<file path="src/rtl/control_sequencer.sv">
// Five-step fetch/execute control sequencer for the 4-bit-address teaching computer.
// Optional macro SEQ_JUMP_EN enables decode of JMP (0x6) and JZ (0x7).
module control_sequencer #(
   parameter int OPW = 4
) (
   input  logic           CLK,
   input  logic           RESET,
   input  logic           hold,
   input  logic [OPW-1:0] ir_op,
   input  logic           zero_flag,
   output logic           pc_en,
   output logic           pc_oe,
   output logic           pc_we,
   output logic           mar_we,
   output logic           ram_oe,
   output logic           ram_we,
   output logic           ir_we,
   output logic           ir_oe,
   output logic           a_we,
   output logic           a_oe,
   output logic           b_we,
   output logic           alu_oe,
   output logic           alu_sub,
   output logic           flags_we,
   output logic           out_we,
   output logic [2:0]     tstate,
   output logic           halted
);

   // state   | meaning
   // ST_F0   | fetch: PC onto bus, load MAR
   // ST_F1   | fetch: RAM into IR, increment PC
   // ST_E0   | execute step 0 (operand/address, jumps, HLT decision)
   // ST_E1   | execute step 1 (memory access)
   // ST_E2   | execute step 2 (ALU write-back)
   // ST_HALT | stopped until RESET
   typedef enum logic [2:0] {
      ST_F0   = 3'd0,
      ST_F1   = 3'd1,
      ST_E0   = 3'd2,
      ST_E1   = 3'd3,
      ST_E2   = 3'd4,
      ST_HALT = 3'd7
   } state_t;

   localparam logic [OPW-1:0] OP_LDA = OPW'(4'h1);
   localparam logic [OPW-1:0] OP_ADD = OPW'(4'h2);
   localparam logic [OPW-1:0] OP_SUB = OPW'(4'h3);
   localparam logic [OPW-1:0] OP_STA = OPW'(4'h4);
   localparam logic [OPW-1:0] OP_LDI = OPW'(4'h5);
`ifdef SEQ_JUMP_EN
   localparam logic [OPW-1:0] OP_JMP = OPW'(4'h6);
   localparam logic [OPW-1:0] OP_JZ  = OPW'(4'h7);
`endif
   localparam logic [OPW-1:0] OP_OUT = OPW'(4'hE);
   localparam logic [OPW-1:0] OP_HLT = OPW'(4'hF);

   state_t state, state_nxt;
   logic   strobe_en;

`ifndef SEQ_JUMP_EN
   logic unused_zero_flag;
   assign unused_zero_flag = zero_flag;
`endif

   always_ff @(posedge CLK) begin
      if (RESET) state <= ST_F0;
      else       state <= state_nxt;
   end

   always_comb begin
      state_nxt = state;
      if (!hold) begin
         case (state)
            ST_F0:   state_nxt = ST_F1;
            ST_F1:   state_nxt = ST_E0;
            ST_E0:   state_nxt = (ir_op == OP_HLT) ? ST_HALT : ST_E1;
            ST_E1:   state_nxt = ST_E2;
            ST_E2:   state_nxt = ST_F0;
            ST_HALT: state_nxt = ST_HALT;
            default: state_nxt = ST_F0;
         endcase
      end
      // HALT is absorbing regardless of hold
      if (state == ST_HALT) state_nxt = ST_HALT;
   end

   assign strobe_en = !RESET && !hold && (state != ST_HALT);
   assign tstate    = state;
   assign halted    = (state == ST_HALT);

   always_comb begin
      pc_en    = 1'b0;
      pc_oe    = 1'b0;
      pc_we    = 1'b0;
      mar_we   = 1'b0;
      ram_oe   = 1'b0;
      ram_we   = 1'b0;
      ir_we    = 1'b0;
      ir_oe    = 1'b0;
      a_we     = 1'b0;
      a_oe     = 1'b0;
      b_we     = 1'b0;
      alu_oe   = 1'b0;
      alu_sub  = 1'b0;
      flags_we = 1'b0;
      out_we   = 1'b0;
      if (strobe_en) begin
         case (state)
            ST_F0: begin
               pc_oe  = 1'b1;
               mar_we = 1'b1;
            end
            ST_F1: begin
               ram_oe = 1'b1;
               ir_we  = 1'b1;
               pc_en  = 1'b1;
            end
            ST_E0: begin
               case (ir_op)
                  OP_LDA, OP_ADD, OP_SUB, OP_STA: begin
                     ir_oe  = 1'b1;
                     mar_we = 1'b1;
                  end
                  OP_LDI: begin
                     ir_oe = 1'b1;
                     a_we  = 1'b1;
                  end
`ifdef SEQ_JUMP_EN
                  OP_JMP: begin
                     ir_oe = 1'b1;
                     pc_we = 1'b1;
                  end
                  OP_JZ: begin
                     ir_oe = zero_flag;
                     pc_we = zero_flag;
                  end
`endif
                  OP_OUT: begin
                     a_oe   = 1'b1;
                     out_we = 1'b1;
                  end
                  default: ;
               endcase
            end
            ST_E1: begin
               case (ir_op)
                  OP_LDA: begin
                     ram_oe = 1'b1;
                     a_we   = 1'b1;
                  end
                  OP_ADD, OP_SUB: begin
                     ram_oe = 1'b1;
                     b_we   = 1'b1;
                  end
                  OP_STA: begin
                     a_oe   = 1'b1;
                     ram_we = 1'b1;
                  end
                  default: ;
               endcase
            end
            ST_E2: begin
               if (ir_op == OP_ADD || ir_op == OP_SUB) begin
                  alu_oe   = 1'b1;
                  a_we     = 1'b1;
                  flags_we = 1'b1;
                  alu_sub  = (ir_op == OP_SUB);
               end
            end
            default: ;
         endcase
      end
   end

endmodule
</file>
<file path="config.mk">
export PLATFORM = sky130hd
export DESIGN_NAME = control_sequencer
export DESIGN_NICKNAME = d
export VERILOG_FILES = /design/src/rtl/control_sequencer.sv
export SDC_FILE = /design/constraint.sdc
export NUM_CORES = 1
export LEC_CHECK = 0
export ABC_AREA = 1
export ABC_CLOCK_PERIOD_IN_PS = 1400
export BUFFER_PORTS_ARGS = -buffer_cell sky130_fd_sc_hd__buf_4
export CAP_MARGIN = 10
export CORE_AREA = 5 5 42 44
export CTS_CLUSTER_SIZE = 30
export DETAILED_ROUTE_END_ITERATION = 7
export DIE_AREA = 0 0 47 49
export GPL_ROUTABILITY_DRIVEN = 0
export PLACE_DENSITY = 0.7
export SLEW_MARGIN = 20
export SYNTH_ARGS = -nofsm -noshare
export SYNTH_HDL_FRONTEND = slang
export SYNTH_SLANG_ARGS = --single-unit
</file>
<file path="constraint.sdc">
create_clock -name CLK -period 1.4 [get_ports CLK]
set_clock_uncertainty 0.05 [all_clocks]
set_input_delay 0.07 -clock CLK [delete_from_list [all_inputs] [get_ports CLK]]
set_output_delay 0.07 -clock CLK [all_outputs]
set_load 0.01 [all_outputs]
</file>
Yosys cells after proc, flatten, opt, wreduce, memory -nomap -nowiden. Index checks and enable logic that the tools add are counted.

Register bits after elaboration: 3. Logic and storage cells: 63.

Equal/unequal tests: 14. Muxes and demuxes: 38. Reduce and logical (&&, ||, !) cells: 10.

Operator list (count): 1-bit 2-to-1 mux (30); 3-bit one-hot mux with 4 select lines (1); 3-bit 2-to-1 mux (3); 4-bit by 2-bit equality test with 1-bit output (second input constant) (2); 4-bit by 3-bit equality test with 1-bit output (second input constant) (2); 4-bit equality test (second input constant) (2); 3-bit by 2-bit equality test with 1-bit output (second input constant) (2); 3-bit equality test (second input constant) (2); 1-bit one-hot mux with 2 select lines (3); 5-bit OR reduction (1); 4-bit by 1-bit equality test with 1-bit output (second input constant) (1); 4-bit OR reduction (1); 3-bit by 1-bit equality test with 1-bit output (second input constant) (1); 3-bit logical NOT (1); 3-bit != test (second input constant) (1); 1-bit one-hot mux with 3 select lines (1); 3-bit OR reduction (1); 1-bit logical AND (2); 1-bit logical NOT (2); 2-bit by 1-bit != test with 1-bit output (second input constant) (1); 2-bit OR reduction (1); 1-bit logical OR (1).

Longest topological paths before layout. Gate-level depths: netlist of run 1.

Depth in word-level cells: 5. Depth in mapped cells: 8.

Worst setup path after synthesis of run 1. No wires, ideal clock.

Kind: flip-flop to output port. From: reg state[2], in the netlist tstate[2]. To: out flags_we. Arrival: 1163 ps. Required time: 1280 ps. Path slack: 117 ps. Stages on the path, launching flop included: 6. Buffers on the path: 1. Path through: dfxtp_1 -> inv_2 -> nor2_2 -> nand2_2 -> nor2_1 -> buf_4.

Cells in the longest elaborated chain, start to end: 3. Elaborated cells between the ends (all ways): 5. Those cells by class: 2 x eq/ne; 2 x mux; 1 x reduce/logical.

RTL lines: start: declaration (line 58) `state_t state, state_nxt;`; start signal: assignment (line 68) `else state <= state_nxt;`; 3-bit equality test or 3-bit != test (tied branches); 1-bit 2-to-1 mux or 1-bit logical AND (tied branches); 1-bit 2-to-1 mux (*); end: declaration (line 24) `output logic flags_we,`.

Every way passes the cells marked *; elsewhere a longest branch is shown, timed or not.

Worst setup path in the final report of run 1.
From: reg state[2], in the netlist tstate[2]. To: out ir_oe.

Cells in the longest elaborated chain, start to end: 3. Elaborated cells between the ends (all ways): 5. Those cells by class: 2 x eq/ne; 2 x mux; 1 x reduce/logical.

RTL lines: 3-bit by 2-bit equality test with 1-bit output or 3-bit != test (tied branches) (line 109, 88); 1-bit 2-to-1 mux or 1-bit logical AND (tied branches) (line 109, 88); 1-bit 2-to-1 mux (*) (line 108) `if (strobe_en) begin`; end: declaration (line 18) `output logic ir_oe,`.

Marked as above.

==> Implementation_results.wiki, run 1 <==
{| class="wikitable"
! Metric !! Value
|-
| Final hold violations || 0
|-
| Status || finished clean
|-
| Switching power share of the total || ~37%
|-
| Crit Path Category || flip-flop to primary output
|-
| Initial core utilization || approximately 33%
|-
| Final setup violation count || 0
|-
| Number of flip-flops under the largest register name || 3
|-
| Total CTS buffers || 3
|-
| Layout cell share with drive strength beyond 1 || 48.65%
|-
| Avg Vias per Cell || 4.646
|-
| Pre-CTS worst setup slack || 184.1 ps
|-
| Clock root buffer || sky130_fd_sc_hd__clkbuf_4
|-
| Clock sink count || 3
|-
| Count of yosys warnings during synthesis || 0
|-
| CP max stage delay || around 380 ps
|-
| Most common cell after layout, fill and taps aside || sky130_fd_sc_hd__buf_4
|-
| Startpoint of the most critical register-to-register path || tstate[2]
|-
| Largest net degree at the start of global routing || 8
|-
| Worst hold-check slack || 46.80 ps
|-
| Maximum number of buffers from clock root to sink || 2
|-
| Net switching power || roughly 0.16 mW
|-
| Total power draw || 0.4191 mW
|-
| Share of synthesized area occupied by flip-flops and latches || between 10% and 20%
|-
| Class of the tightest hold or removal check || input port to flip-flop
|-
| Standard cell with the maximum stage delay on the critical path || sky130_fd_sc_hd__dfxtp_4
|-
| Antenna fix cells || 0
|-
| CP max FO || 7
|-
| Latest clock arrival within the worst-skew pair || approximately 250 ps
|-
| Gate Count Post-Synth || between 80 and 90
|-
| Post-route worst setup slack || roughly 11 ps
|-
| Final routed wirelength across all metal layers || ~1300 um
|-
| Reported max-cap violation count || 0
|-
| Wire per inst || 10.49 um
|-
| Clk pin slew, worst setup/hold paths || roughly 40 ps
|-
| Reg2Reg Depth || 6
|-
| Initial DRC count || 12
|-
| Timing startpoint of the critical path || tstate[2]
|-
| Die Height || between 40 and 50 um
|-
| Crit path launch type || flip-flop
|-
| Worst Setup End Kind || primary output
|-
| Arrival time of the worst setup path || between 1000 and 1500 ps
|-
| Unrepaired setup endpoints after global routing || true
|-
| Mean instance size in the synthesized netlist || 5.600 um^2
|-
| # nets final || 120
|-
| Post-Route Utilization || between 50% and 60%
|-
| TritonCTS clock tree || built
|-
| Sum Neg Setup Slack || 0 ps
|-
| Number of cells on the worst hold path || 4
|-
| Gr ovfl total || 0
|-
| Total Die Area || around 2300 um^2
|-
| Count of input and output buffers || 24
|-
| Internal power of the cells || between 0.2 and 0.3 mW
|-
| Count of fill cells added during filler insertion || between 100 and 150
|-
| Area added between synthesis and finish || 68.12%
|-
| Comb power frac || a little over a third
|-
| Number of nets still failing antenna checks after routing || 0
|-
| TritonRoute pass-1 iters || 4
|-
| Number of nets in the synthesized netlist || 90
|-
| Vias in the first global route || 496
|-
| Via count of the routed design || around 600
|-
| Leading cell types in the layout, fill and taps excluded || 26 x sky130_fd_sc_hd__buf_4, 14 x sky130_fd_sc_hd__nor2_1, 12 x sky130_fd_sc_hd__inv_1, 12 x sky130_fd_sc_hd__nand2_1, 6 x sky130_fd_sc_hd__nand3_1
|-
| Total GRT Usage || approximately 12%
|-
| Pins Over Slew Limit || 0
|-
| Critical Path End || ir_oe
|-
| Post-layout min period || 1389 ps
|-
| Worst vdd rail ir drop || approximately 0.55 mV
|-
| Slack of the worst reg-to-reg path || just over 300 ps
|-
| Core region area || between 1000 and 1500 um^2
|-
| Initial antenna violation count || 0
|-
| Share of the cycle needed by the critical path after routing || 99.19%
|-
| Synth Cell Area || 459.2 um^2
|-
| Maximum clock frequency || 720.1 MHz
|-
| Standard-cell row count || 14
|-
| Library cells used by synthesis || 21
|-
| R2R Path End || tstate[0]
|-
| Static Leakage || roughly 0.44 nW
|-
| Remaining routing DRC violations || 0
|-
| PwrDens || between 500 and 600 nW/um^2
|-
| Total of flip-flops plus latches after synthesis || 3
|-
| Estimated wirelength of the detail-placed design || 1011 um
|-
| Global-route wire length before repair || 2021 um
|-
| Reg power frac || 25.4%
|-
| Die width || 47 um
|-
| Critical path cell sequence || buf_6, nand2_4, nand3_4, nor2_1, nand2_1, inv_1, buf_4
|-
| Number of H-tree branching levels || 1
|-
| Count of boundary I/O pins || 27
|-
| WP data required || roughly 1300 ps
|-
| Clock network fraction of total power || between 30% and 40%
|}
==> power groups by stage <==
stage	combinational (mW)	sequential, mW	clock (mW)
final	0.149	0.106	0.164
after global routing	0.162	0.108	0.178
after CTS	0.124	0.104	0.168
after detailed placement	0.121	0.104	0
after global placement	0.120	0.104	0
after floorplan	0.0719	0.104	0
==> through the flow <==
step	std cells	area, um^2
after global placement	119	633.1
after floorplan	82	459.2
after global routing	127	772.0
after CTS	124	673.1
final	127	772.0
after detailed placement	119	633.1
==> cell usage after synthesis <==
cell type	instances	area [um^2]
sky130_fd_sc_hd__dfxtp_1	3	60.06
sky130_fd_sc_hd__buf_4	3	22.52
sky130_fd_sc_hd__nor2_1	16	60.06
sky130_fd_sc_hd__nand2_4	1	11.26
sky130_fd_sc_hd__nand3_1	8	40.04
sky130_fd_sc_hd__nor3_2	2	20.02
sky130_fd_sc_hd__conb_1	1	3.750
sky130_fd_sc_hd__nand2_2	2	12.51
sky130_fd_sc_hd__o21ai_0	3	15.01
sky130_fd_sc_hd__nand3_4	1	17.52
sky130_fd_sc_hd__and2_1	1	6.260
sky130_fd_sc_hd__nor2_2	1	6.260
sky130_fd_sc_hd__nor3_1	2	10.01
sky130_fd_sc_hd__nor3_4	1	16.27
sky130_fd_sc_hd__nand2_1	13	48.80
sky130_fd_sc_hd__buf_6	1	11.26
sky130_fd_sc_hd__inv_1	13	48.80
sky130_fd_sc_hd__a21oi_1	4	20.02
sky130_fd_sc_hd__nand3b_1	1	7.510
sky130_fd_sc_hd__nand4_1	1	6.260
sky130_fd_sc_hd__inv_2	4	15.01
==> worst max-delay path: cells and delay by family (launching register included) <==
family / cells / cell delay [ps]
and+or+nand+nor: 4 / 360
buffers and inverters: 3 / 280
DFF: 1 / 380
==> kinds of logic (layout without fill, tap and decap cells) <==
logic type             count (synthesis)  count (layout)  synth area share, %
flip-flops                             3               3                13.08
AO/OA/AOI/OAI                          7               7                7.629
buffers and inverters                 21              50                21.25
AND/OR/NAND/NOR                       50              50                57.23
other                                  1               1               0.8167
==> timing repair <==
action | 4_1_cts | 5_1_grt
resized for setup | 3 | 21
endpoints found under the setup margin | 10 | 10
hold buffers | 1 | 0
buffers inserted | 0 | 3
hold endpoints to repair | 1 | 0
pin swaps | 0 | 7
==> metal layers <==
metal | wire length, um | up-vias | track usage (%)
met5 | 0 | - | 0
met3 | 129 | 2 | 4.428
met2 | 669 | 26 | 18.10
met1 | 504 | 251 | 13.32
met4 | 29 | 0 | 8.295
li1 | - | 311 | -
==> layout make-up <==
type / count / area, um^2 / area share (%)
inverter: 17 / 73.82 / 9.562
tap: 16 / 20.02 / 2.593
sequential: 3 / 71.32 / 9.238
multi-input combinational: 58 / 352.8 / 45.70
clock buffer: 4 / 26.28 / 3.404
timing repair buffer: 29 / 227.7 / 29.50
==> worst min-delay path by stage <==
stage / start / endpoint / slack [ps]
final: RESET / tstate[0] / 50
after global routing: RESET / tstate[0] / 60
after CTS: RESET / tstate[0] / 40
after detailed placement: RESET / tstate[1] / 200
after global placement: RESET / tstate[1] / 200
after floorplan: RESET / tstate[1] / 90
Power figures use the tool's default switching activity.
==> inputs of run 2 (changes only) <==
ABC_CLOCK_PERIOD_IN_PS = 1650   (was 1400)
clock period = 1.65 ns   (was 1.4 ns; I/O delays follow)
==> run 2 against run 1 <==
Combinational power fell by 32%. First-iteration DRC count down 67%. Critical path depth decreased by 1. Total power fell by 24%. Hold slack better by 80 ps. Critical path type is now input port to primary output. Setup slack better by 150 ps. Highest routed layer is now met3. Sequential power decreased by 15%. Global-route usage down 0.91 points. Sequential share of layout area barely moved. Register-to-register slack improved by 300 ps. Die area did not move. Final cell count decreased by 3.1%.
==> Implementation_results.wiki, run 2 (synthesized netlist as in run 1, its figures left out) <==
{| class="wikitable"
! Metric !! Value
|-
| WP data required || roughly 1500 ps
|-
| Area added between synthesis and finish || 44.41%
|-
| Standard cell with the maximum stage delay on the critical path || sky130_fd_sc_hd__dlygate4sd3_1
|-
| Number of H-tree branching levels || 1
|-
| Worst Setup End Kind || primary output
|-
| Total CTS buffers || 3
|-
| TritonCTS clock tree || built
|-
| Post-layout min period || 1484 ps
|-
| Multi-input gate area in the final layout || between 300 and 400 um^2
|-
| Sequential cell area || between 60 and 70 um^2
|-
| Antenna fix cells || 0
|-
| Final setup violation count || 0
|-
| Gr ovfl total || 0
|-
| # nets final || between 100 and 150
|-
| Via count of the routed design || 550
|-
| Count of boundary I/O pins || 27
|-
| PwrDens || 478.3 nW/um^2
|-
| Initial DRC count || 4
|-
| CP max FO || 7
|-
| Final Instance Area || between 600 and 700 um^2
|-
| CP max stage delay || around 540 ps
|-
| Latest clock arrival within the worst-skew pair || approximately 230 ps
|-
| Most common cell after layout, fill and taps aside || sky130_fd_sc_hd__buf_4
|-
| Final hold violations || 0
|-
| Avg Vias per Cell || around 4.5
|-
| Maximum clock frequency || between 600 and 700 MHz
|-
| Core region area || roughly 1400 um^2
|-
| Number of nets still failing antenna checks after routing || 0
|-
| Clock sink count || 3
|-
| Arrival time of the worst setup path || between 1000 and 1500 ps
|-
| Class of the tightest hold or removal check || input port to flip-flop
|-
| Most frequent cell on the critical path || sky130_fd_sc_hd__buf_4
|-
| Die Height || just under 50 um
|-
| Layout cell share with drive strength beyond 1 || between 30% and 40%
|-
| Global-route wire length before repair || between 1500 and 2000 um
|-
| Clk pin slew, worst setup/hold paths || approximately 40 ps
|-
| Placed instance count || approximately 120
|-
| Largest net degree at the start of global routing || 11
|-
| Count of fill cells added during filler insertion || approximately 160
|-
| Number of flip-flops under the largest register name || 3
|-
| Die width || around 47 um
|-
| Vias in the first global route || 511
|-
| Standard-cell row count || 14
|-
| TritonRoute pass-1 iters || 4
|-
| Estimated wirelength of the detail-placed design || roughly 990 um
|-
| Clock root buffer || sky130_fd_sc_hd__clkbuf_4
|-
| Crit path launch type || input port
|-
| Worst vdd rail ir drop || roughly 0.5 mV
|-
| Initial antenna violation count || 0
|-
| Post-CTS Repair Setup Buffers || 0
|-
| Maximum number of buffers from clock root to sink || 2
|-
| Pins Over Slew Limit || 0
|-
| Unrepaired setup endpoints after global routing || false
|-
| Wire per inst || ~9.6 um
|-
| Leading cell types in the layout, fill and taps excluded || 24 x sky130_fd_sc_hd__buf_4, 16 x sky130_fd_sc_hd__nor2_1, 13 x sky130_fd_sc_hd__inv_1, 13 x sky130_fd_sc_hd__nand2_1, 8 x sky130_fd_sc_hd__nand3_1
|-
| Static Leakage || ~0.38 nW
|-
| Total GRT Usage || between 10% and 20%
|-
| Sum Neg Setup Slack || 0 ps
|-
| Count of input and output buffers || 24
|-
| Crit Path Category || input port to primary output
|-
| Slack of the worst reg-to-reg path || between 600 and 700 ps
|-
| Critical path cell sequence || dlygate4sd3_1, buf_4, inv_1, nand3_4, nor3_1, buf_4
|-
| Status || finished clean
|-
| Non-filler cells in the finished layout || ~120
|-
| Reported max-cap violation count || 0
|-
| Remaining routing DRC violations || 0
|-
| Initial core utilization || roughly a third
|-
| Cell area reported after detailed placement || approximately 630 um^2
|-
| Share of the cycle needed by the critical path after routing || 89.92%
|-
| Total Die Area || 2303 um^2
|-
| Final routed wirelength across all metal layers || roughly 1200 um
|}
[run 2: stage by stage]
step | utilization, % | worst slack (ps) | hold slack (ps) | power [mW]
after floorplan | - | 354.5 | 101.6 | 0.1495
after global placement | 44.64 | 337.6 | 214.4 | 0.1881
after detailed placement | 44.64 | 341.3 | 220.6 | 0.1889
after CTS | 47.23 | 92.97 | 124.8 | 0.3208
after global routing | 47.32 | 37.72 | 137.0 | 0.3396
final | 47.32 | 166.3 | 126.5 | 0.3172
[run 2: cell type report]
type	instances	share of cell area [%]
tap	16	3.019
clock buffer	4	3.962
sequential	3	9.245
inverter	17	9.623
timing repair buffer	25	28.68
multi-input combinational	58	45.47
[run 2: final timing paths]
| kind | startpoint | to | cells after the start |
|---|---|---|---|
| worst max-delay path | RESET | pc_oe | 6 |
| worst min register to register | tstate[1] | tstate[1] | 4 |
| worst min-delay path | ir_op[0] | tstate[2] | 3 |
| worst max register to register | tstate[0] | tstate[0] | 6 |
[run 2: repair_timing]
action	CTS	global route
hold buffers	1	0
endpoints found under the setup margin	0	3
resized for setup	0	1
hold endpoints to repair	1	0
[run 2: layer usage]
metal  GRT usage [%]  routed length (um)
met2           18.55                 599
met1           14.00                 501
met5               0                   0
met3           2.214                  83
met4           2.765                   0
[run 2: power by group]
part | leakage [nW] | total [mW] | internal (mW) | switching, mW
Combinational | 0.342 | 0.101 | 0.0428 | 0.0581
Sequential | 0.0252 | 0.0898 | 0.0784 | 0.0113
Clock | 0.0150 | 0.127 | 0.0905 | 0.0360
Total | 0.382 | 0.317 | 0.212 | 0.105
[run 2: worst max-delay path, delay by kind of cell]
kind,cells,cell delay (ps)
buffers and inverters,4,950
and+or+nand+nor,2,320
